## config.mk

```make
export PLATFORM = sky130hd
export DESIGN_NAME = ps2_move_queue
export DESIGN_NICKNAME = d
export VERILOG_FILES = /design/src/rtl/ps2_move_queue_pkg.sv /design/src/rtl/ps2_move_queue_fifo2.sv /design/src/rtl/ps2_move_queue.sv
export SDC_FILE = /design/constraint.sdc
export NUM_CORES = 1
export LEC_CHECK = 0
export ABC_AREA = 1
export ABC_CLOCK_PERIOD_IN_PS = 2750
export BUFFER_PORTS_ARGS = -buffer_cell sky130_fd_sc_hd__buf_2
export CAP_MARGIN = 5
export CORE_MARGIN = 3
export CORE_UTILIZATION = 54
export CTS_CLUSTER_SIZE = 12
export DETAILED_ROUTE_END_ITERATION = 10
export GPL_TIMING_DRIVEN = 0
export PLACE_DENSITY = 0.78
export SYNTH_ARGS = -nofsm -noshare
export SYNTH_HDL_FRONTEND = slang
export SYNTH_HIERARCHICAL = 1
export SYNTH_SLANG_ARGS = --single-unit
```

## constraint.sdc

```tcl
create_clock -name mclk -period 2.75 [get_ports mclk]
set_input_delay 0.1375 -clock mclk [delete_from_list [all_inputs] [get_ports mclk]]
set_output_delay 0.1375 -clock mclk [all_outputs]
set_load 0.05 [all_outputs]
```

## src/rtl/ps2_move_queue_pkg.sv

```systemverilog
// Shared constants for the PS/2 direction queue and the snake game core:
// direction encodings, set-2 scancodes and decoder state encodings.
package ps2_move_queue_pkg;

  localparam logic [1:0] DIR_UP    = 2'b00;
  localparam logic [1:0] DIR_RIGHT = 2'b01;
  localparam logic [1:0] DIR_DOWN  = 2'b10;
  localparam logic [1:0] DIR_LEFT  = 2'b11;

  localparam logic [7:0] SC_EXT = 8'hE0;
  localparam logic [7:0] SC_BRK = 8'hF0;

  // WASD (plain make codes)
  localparam logic [7:0] SC_W = 8'h1D;
  localparam logic [7:0] SC_D = 8'h23;
  localparam logic [7:0] SC_S = 8'h1B;
  localparam logic [7:0] SC_A = 8'h1C;

  // Arrow keys (E0-prefixed make codes)
  localparam logic [7:0] SC_ARR_UP    = 8'h75;
  localparam logic [7:0] SC_ARR_RIGHT = 8'h74;
  localparam logic [7:0] SC_ARR_DOWN  = 8'h72;
  localparam logic [7:0] SC_ARR_LEFT  = 8'h6B;

  typedef enum logic [1:0] {
    ST_IDLE    = 2'd0,
    ST_EXT     = 2'd1,
    ST_BRK     = 2'd2,
    ST_EXT_BRK = 2'd3
  } dec_state_t;

  // Opposite direction: flipping bit 1 turns up<->down and right<->left.
  function automatic logic [1:0] dir_reverse(input logic [1:0] d);
    return d ^ 2'b10;
  endfunction

endpackage

```

## src/rtl/ps2_move_queue_fifo2.sv

```systemverilog
// Two-entry, 2-bit direction FIFO. Entry 0 is always the head; a pop shifts
// entry 1 down, so a simultaneous push and pop on a full FIFO stays full.
module dir_fifo2 (
  input  logic       clk,
  input  logic       rst,
  input  logic       i_push,
  input  logic       i_pop,
  input  logic [1:0] i_din,
  output logic [1:0] o_head,
  output logic [1:0] o_tail,
  output logic [1:0] o_count
);

  logic [1:0] r_mem [2];
  logic [1:0] r_count;
  logic       w_pop;
  logic       w_push;

  // Pop is only meaningful with data present; push needs room unless a pop frees it.
  always_comb begin
    w_pop  = i_pop && (r_count != 2'd0);
    w_push = i_push && ((r_count != 2'd2) || w_pop);
  end

  // Occupancy counter.
  always_ff @(posedge clk or posedge rst) begin
    if (rst) begin
      r_count <= 2'd0;
    end else if (w_push && !w_pop) begin
      r_count <= r_count + 2'd1;
    end else if (w_pop && !w_push) begin
      r_count <= r_count - 2'd1;
    end
  end

  // Storage: shift on pop, write at the slot following the post-pop occupancy.
  always_ff @(posedge clk) begin
    if (w_pop) begin
      r_mem[0] <= r_mem[1];
      if (w_push) begin
        if (r_count == 2'd1) r_mem[0] <= i_din;
        else                 r_mem[1] <= i_din;
      end
    end else if (w_push) begin
      r_mem[r_count[0]] <= i_din;
    end
  end

  assign o_head  = r_mem[0];
  assign o_tail  = (r_count == 2'd2) ? r_mem[1] : r_mem[0];
  assign o_count = r_count;

endmodule

```

## src/rtl/ps2_move_queue.sv

```systemverilog
// PS/2 set-2 scancode to snake direction converter with a 2-deep turn queue.
// Reversals and repeats of the latest queued/committed direction are dropped.
module ps2_move_queue
  import ps2_move_queue_pkg::*;
#(
  parameter logic [1:0] START_DIR = 2'b01
) (
  input  logic       mclk,
  input  logic       reset,
  input  logic       rx_done,
  input  logic [7:0] rx_data,
  input  logic       game_tick,
  output logic [1:0] move,
  output logic [1:0] q_count,
  output logic       key_drop
);

  dec_state_t r_state;
  logic [1:0] r_move;
  logic       r_key_drop;

  logic       w_make_vld;
  logic       w_ext;
  logic       w_key_vld;
  logic [1:0] w_key_dir;
  logic [1:0] w_ref_dir;
  logic       w_reject;
  logic       w_push;
  logic       w_pop;
  logic [1:0] w_head;
  logic [1:0] w_tail;
  logic [1:0] w_count;

  // Prefix decoder: tracks E0 / F0 across received bytes.
  always_ff @(posedge mclk or posedge reset) begin
    if (reset) begin
      r_state <= ST_IDLE;
    end else if (rx_done) begin
      case (r_state)
        ST_IDLE: begin
          if (rx_data == SC_EXT)      r_state <= ST_EXT;
          else if (rx_data == SC_BRK) r_state <= ST_BRK;
          else                        r_state <= ST_IDLE;
        end
        ST_EXT: begin
          if (rx_data == SC_BRK) r_state <= ST_EXT_BRK;
          else                   r_state <= ST_IDLE;
        end
        default: r_state <= ST_IDLE;
      endcase
    end
  end

  // Make-code detection and key-to-direction mapping for this cycle's byte.
  always_comb begin
    w_ext      = (r_state == ST_EXT);
    w_make_vld = rx_done &&
                 (((r_state == ST_IDLE) && (rx_data != SC_EXT) && (rx_data != SC_BRK)) ||
                  (w_ext && (rx_data != SC_BRK)));
    w_key_vld  = 1'b0;
    w_key_dir  = DIR_UP;
    if (w_make_vld) begin
      if (w_ext) begin
        case (rx_data)
          SC_ARR_UP:    begin w_key_vld = 1'b1; w_key_dir = DIR_UP;    end
          SC_ARR_RIGHT: begin w_key_vld = 1'b1; w_key_dir = DIR_RIGHT; end
          SC_ARR_DOWN:  begin w_key_vld = 1'b1; w_key_dir = DIR_DOWN;  end
          SC_ARR_LEFT:  begin w_key_vld = 1'b1; w_key_dir = DIR_LEFT;  end
          default:      w_key_vld = 1'b0;
        endcase
      end else begin
        case (rx_data)
          SC_W:    begin w_key_vld = 1'b1; w_key_dir = DIR_UP;    end
          SC_D:    begin w_key_vld = 1'b1; w_key_dir = DIR_RIGHT; end
          SC_S:    begin w_key_vld = 1'b1; w_key_dir = DIR_DOWN;  end
          SC_A:    begin w_key_vld = 1'b1; w_key_dir = DIR_LEFT;  end
          default: w_key_vld = 1'b0;
        endcase
      end
    end
  end

  // Accept rule against the pre-pop reference direction.
  always_comb begin
    w_ref_dir = (w_count != 2'd0) ? w_tail : r_move;
    w_reject  = (w_key_dir == w_ref_dir) ||
                (w_key_dir == dir_reverse(w_ref_dir)) ||
                ((w_count == 2'd2) && !game_tick);
    w_push    = w_key_vld && !w_reject;
    w_pop     = game_tick && (w_count != 2'd0);
  end

  dir_fifo2 u_fifo (
    .clk     (mclk),
    .rst     (reset),
    .i_push  (w_push),
    .i_pop   (w_pop),
    .i_din   (w_key_dir),
    .o_head  (w_head),
    .o_tail  (w_tail),
    .o_count (w_count)
  );

  // Commit the queue head on a tick; flag rejected direction keys for one cycle.
  always_ff @(posedge mclk or posedge reset) begin
    if (reset) begin
      r_move     <= START_DIR;
      r_key_drop <= 1'b0;
    end else begin
      if (w_pop) r_move <= w_head;
      r_key_drop <= w_key_vld && w_reject;
    end
  end

  assign move     = r_move;
  assign q_count  = w_count;
  assign key_drop = r_key_drop;

endmodule
```

---- Yosys cells after proc, flatten, opt, wreduce, memory -nomap -nowiden ----
Memory sizes are Yosys's and may differ from the RTL's.
Index checks and enable logic that the tools add are counted.
operators by class
  $add $sub $neg .......................... 2
  equality and inequality tests ........... 18
  muxes and demuxes ....................... 33
  bitwise logic cells ..................... 2
  reductions and logical operators ........ 26
operators with widths
  operator                                             number
  equality test 8 x 7 -> 1 bit, second input constant  4
  equality test 8 x 5 -> 1 bit, second input constant  3
  two-way mux 2 bit                                    11
  two-way mux 1 bit                                    19
  equality test 8 bit, second input constant           2
  != test 8 bit, second input constant                 2
  logical AND 1 bit                                    12
  case mux 2 bit (3 select lines)                      2
  equality test 8 x 6 -> 1 bit, second input constant  1
  OR reduction 4 bit                                   2
  equality test 2 x 1 -> 1 bit, second input constant  2
  equality test 2 bit                                  2
  logical NOT 1 bit                                    4
  logical OR 1 bit                                     4
  case mux 2 bit (2 select lines)                      1
  nonzero test 2 bit                                   2
  adder 2 x 1 -> 2 bit, second input constant          1
  equality test 2 bit, second input constant           1
  logical NOT 2 bit                                    1
  != test 2 bit, second input constant                 1
  OR reduction 2 bit                                   1
  subtractor 2 x 1 -> 2 bit, second input constant     1
  inverter 1 bit                                       1
  bitwise OR 1 bit                                     1
storage, ports and cells
  register bits after elaboration ......... 7
  bits in writable memories ............... 4
  bits of input ports ..................... 12
  output and inout port bits .............. 5
  logic and storage cells ................. 86
  memories kept ........................... 1
memory list
  memory        depth  bits a word  rd ports  clocked after Yosys merged registers in  write ports  line                        RTL
  u_fifo.r_mem  2      2            2         0                                        2            ps2_move_queue_fifo2.sv:14  logic [1:0] r_mem [2];

---- Longest topological paths before layout ----
  depth after elaboration ................. 17
  depth in mapped cells ................... 16
  mapped depth without buffers ............ 16

---- Hierarchy ----
The synthesis kept the hierarchy.
modules (own cells, without submodules)
  module          instances  cells each  area each (um^2)  sequential area each (um^2)
  ps2_move_queue  1          102         568.0             126.4
  dir_fifo2       1          35          362.8             170.2

---- Least setup slack after synthesis ----
OpenSTA, ideal clock, no wires.
  kind .................................... register to register
  start ................................... register u_fifo.r_count[0], in the netlist u_fifo/o_count[0]
  end ..................................... memory u_fifo.r_mem[1][0], enable pin
  library setup time ...................... 0.327 ns
  arrival time ............................ 2.509 ns
  data required time ...................... 2.423 ns
  setup slack ............................. -0.086 ns
  cell stages (with the launch flop) ...... 13
  buffers on the path ..................... 0
  clock period less this slack ............ 2.836 ns
  cell sequence ........................... dfrtp_1 -> inv_2 -> ha_1 -> mux2_1 -> o21ai_0 -> inv_1 -> nand3_1 -> nand3_2 -> nor2_1 -> a21boi_1 -> ha_1 -> nand2_1 -> o21ai_0
RTL lines
  element                 line                        RTL
  start, declared         ps2_move_queue_fifo2.sv:15  logic [1:0] r_count;
  start signal, assigned  ps2_move_queue_fifo2.sv:30  r_count <= r_count + 2'd1;
  start signal, assigned  ps2_move_queue_fifo2.sv:32  r_count <= r_count - 2'd1;
  end, declared           ps2_move_queue_fifo2.sv:14

==> flow_summary.yaml <==
logic_synthesis:
  yosysWarnings: 6
  synth_area_sq_um: 920
  syn_inst: 136
  syn_nets: 152
  avgSynthCellArea_sq_um: 6.76
critical_path:
  crit_start: "u_fifo/o_count[0]"
  arrival_ns: 2.60
  r2r-start: "u_fifo/o_count[0]"
  critPathCapture: "u_fifo/r_mem[0][0]"
  crit_path_max_incr_delay_ns: 0.46
  reg2reg_slack_ns: 0.13
  crit_type: "register to register"
  startpoint_type: "register"
  reg2regPathDepth: 12
  cp_data_required_time_ns: 2.73
  crit_path_cell_trace: "inv_2, ha_1, mux2_1, o21ai_1, inv_1, nand3_1, nand3_2, nor2_2, a21boi_1, ha_1, nand2_2, nand2_1"
  slowest_stage: "dfrtp_2"
  r2r_end: "u_fifo/r_mem[0][0]"
  cpMostUsedCell: "ha_1"
  critPathMaxFanout: 7
  critPathCaptureType: "register"
global_routing:
  grtUsageTotal_pct: 18.6
  grt_max_degree: 8
  antenna_found_initial: 0
  first_global_vias: 764
  grt_pass1_wl_mm: 2.95
  gr-total-overflow: 0
power:
  p_sw_share_pct: 47.3
  seq_power_share_pct: 34.8
  p_int_mw: 0.384
  finalPower_mw: 0.729
  comb_power_share_pct: 50.2
  p_per_area_nw_per_um2: 688
  power.leakage_nw: 0.570
  clkPwrFrac_pct: 15.0
  peakVddDrop_uv: 577
  p_sw_mw: 0.344
clock_network:
  clock_sinks: 11
  cts.path.max_buffers: 2
  postCtsSetupBuffers: 0
  cts-root-buf: "clkbuf_4"
  htreeDepth: 1
  clkLatencyLatePin_ns: 0.27
  cts_buffers: 3
  cts.clk_slew.worst_paths_ns: 0.07
  cts_tree: "yes"
timing:
  worst_pin_slew_ns: 0.464
  final_hold_viol_count: 0
  fmax_mhz: 382
  timing.hold.ws_ns: 0.132
  fin_worst_skew_ns: 0.00760
  timing.final.ws_setup_ns: 0.134
  setup_tns_ns: 0
  rsz0062_at_grt: "false"
  timing.slew.headroom_pct: 69.0
  setup_viol: 0
  drv_slew: 0
  min_period_over_period_pct: 95.1
  period_needed_ns: 2.62
place:
  dp_hpwl_mm: 1.58
  place_congestion: 0.899
  placedCellCount: 168
  placed_area_sq_um: 1020
  portBuffers: 16
  post-place-ws_ns: 0.0517
die:
  io_pins: 17
  fp-row-count: 14
  die_height_um: 47.3
  die_area_sq_um: 2230
  dieWidth_um: 47.3
  core_area_sq_um: 1560
  start_util_pct: 59.0
routing:
  drt_pass1_iterations: 4
  via_count: 905
  wire_per_inst_um: 10.6
  drc: 0
  routed_wl_mm: 1.83
  ant_nets: 0
  drt_iter0_drc: 42
  vias_per_cell: 5.23
finish:
  drive_above_1_share_pct: 22.3
  synthToLayoutAreaGrowth_pct: 15.2
  fin_util_pct: 68.0
  nNetsFinal: 174
  diodes: 0
  final_cells: 173
  fin_area_sq_um: 1060
min_path:
  hold_class: "input port to register"
  hold_depth: 3
outcome:
  status: "finished clean"
job:
  maxCapViolations: 0
## power groups by stage
stage          Combinational [mW]  Clock, mW  Sequential (mW)
2_1_floorplan               0.181          0            0.356
3_3_place_gp                0.350          0            0.255
3_5_place_dp                0.362          0            0.257
4_1_cts                     0.364      0.114            0.254
5_1_grt                     0.406      0.122            0.262
6_report                    0.366      0.109            0.253
## placed cells by master, fill, tap and decap left out
cell,instances
nor2_1,19
clkbuf_1,1
nand3_1,10
clkinv_1,1
dfrtp_1,5
a21boi_1,1
dlygate4sd3_1,1
nand2_1,39
ha_1,4
o21ai_0,4
nor2_4,2
inv_1,20
nand4_2,1
xnor2_1,1
o21ai_1,2
xor2_1,1
edfxtp_1,4
dfstp_2,1
buf_2,16
mux2_2,1
nor3_1,1
clkbuf_4,3
dfrtp_2,1
nand2_2,4
mux2_1,1
nand4_1,3
nor2_2,4
nand3b_1,3
nand3_2,1
inv_2,1
and3_1,1
## state kept, by name, summed over array words and instances (netlist names)
| name | cells |
|---|---|
| key_drop | 1 |
| move | 2 |
| r_state | 2 |
| u_fifo/o_count | 2 |
| u_fifo/r_mem | 4 |
## worst max-delay path: cells and delay by family (launching register included)
| kind | cells | cell delay [ns] |
|---|---|---|
| DFF | 1 | 0.46 |
| and+or+nand+nor | 5 | 0.54 |
| adders and majority gates | 2 | 0.44 |
| muxes | 1 | 0.33 |
| AOI/OAI and AO/OA | 2 | 0.39 |
| buffers and inverters | 2 | 0.16 |
## area by class of cell
type	instances	area (sq um)
clock buffer	4	26.3
multi-input combinational	103	543
sequential	11	298
inverter	22	82.6
fill	145	499
timing repair buffer	17	90.1
tap	16	20.0
## metal layers
metal  up-vias  routed length [um]  GRT usage, %
met5         -                   0             0
met4         0                  18          3.31
met3         6                 129          5.75
met2        31                 837          31.0
met1       399                 844          23.8
li1        469                   -             -
## how the worst min path moves through the flow
stage	startpoint	to	slack, ns
6_report	rx_done	r_state[1]	0.13
5_1_grt	rx_done	r_state[1]	0.14
4_1_cts	rx_done	r_state[1]	0.13
3_5_place_dp	reset	u_fifo/o_count[1]	0.02
3_3_place_gp	reset	u_fifo/o_count[1]	0.01
2_1_floorplan	reset	u_fifo/o_count[1]	-0.12
## what timing repair did
item	in CTS	in global routing
hold buffers	1	0
hold endpoints to repair	7	0
endpoints found under the setup margin	0	6
resized for setup	0	2
No activity file was read; power rests on OpenSTA's default activity.
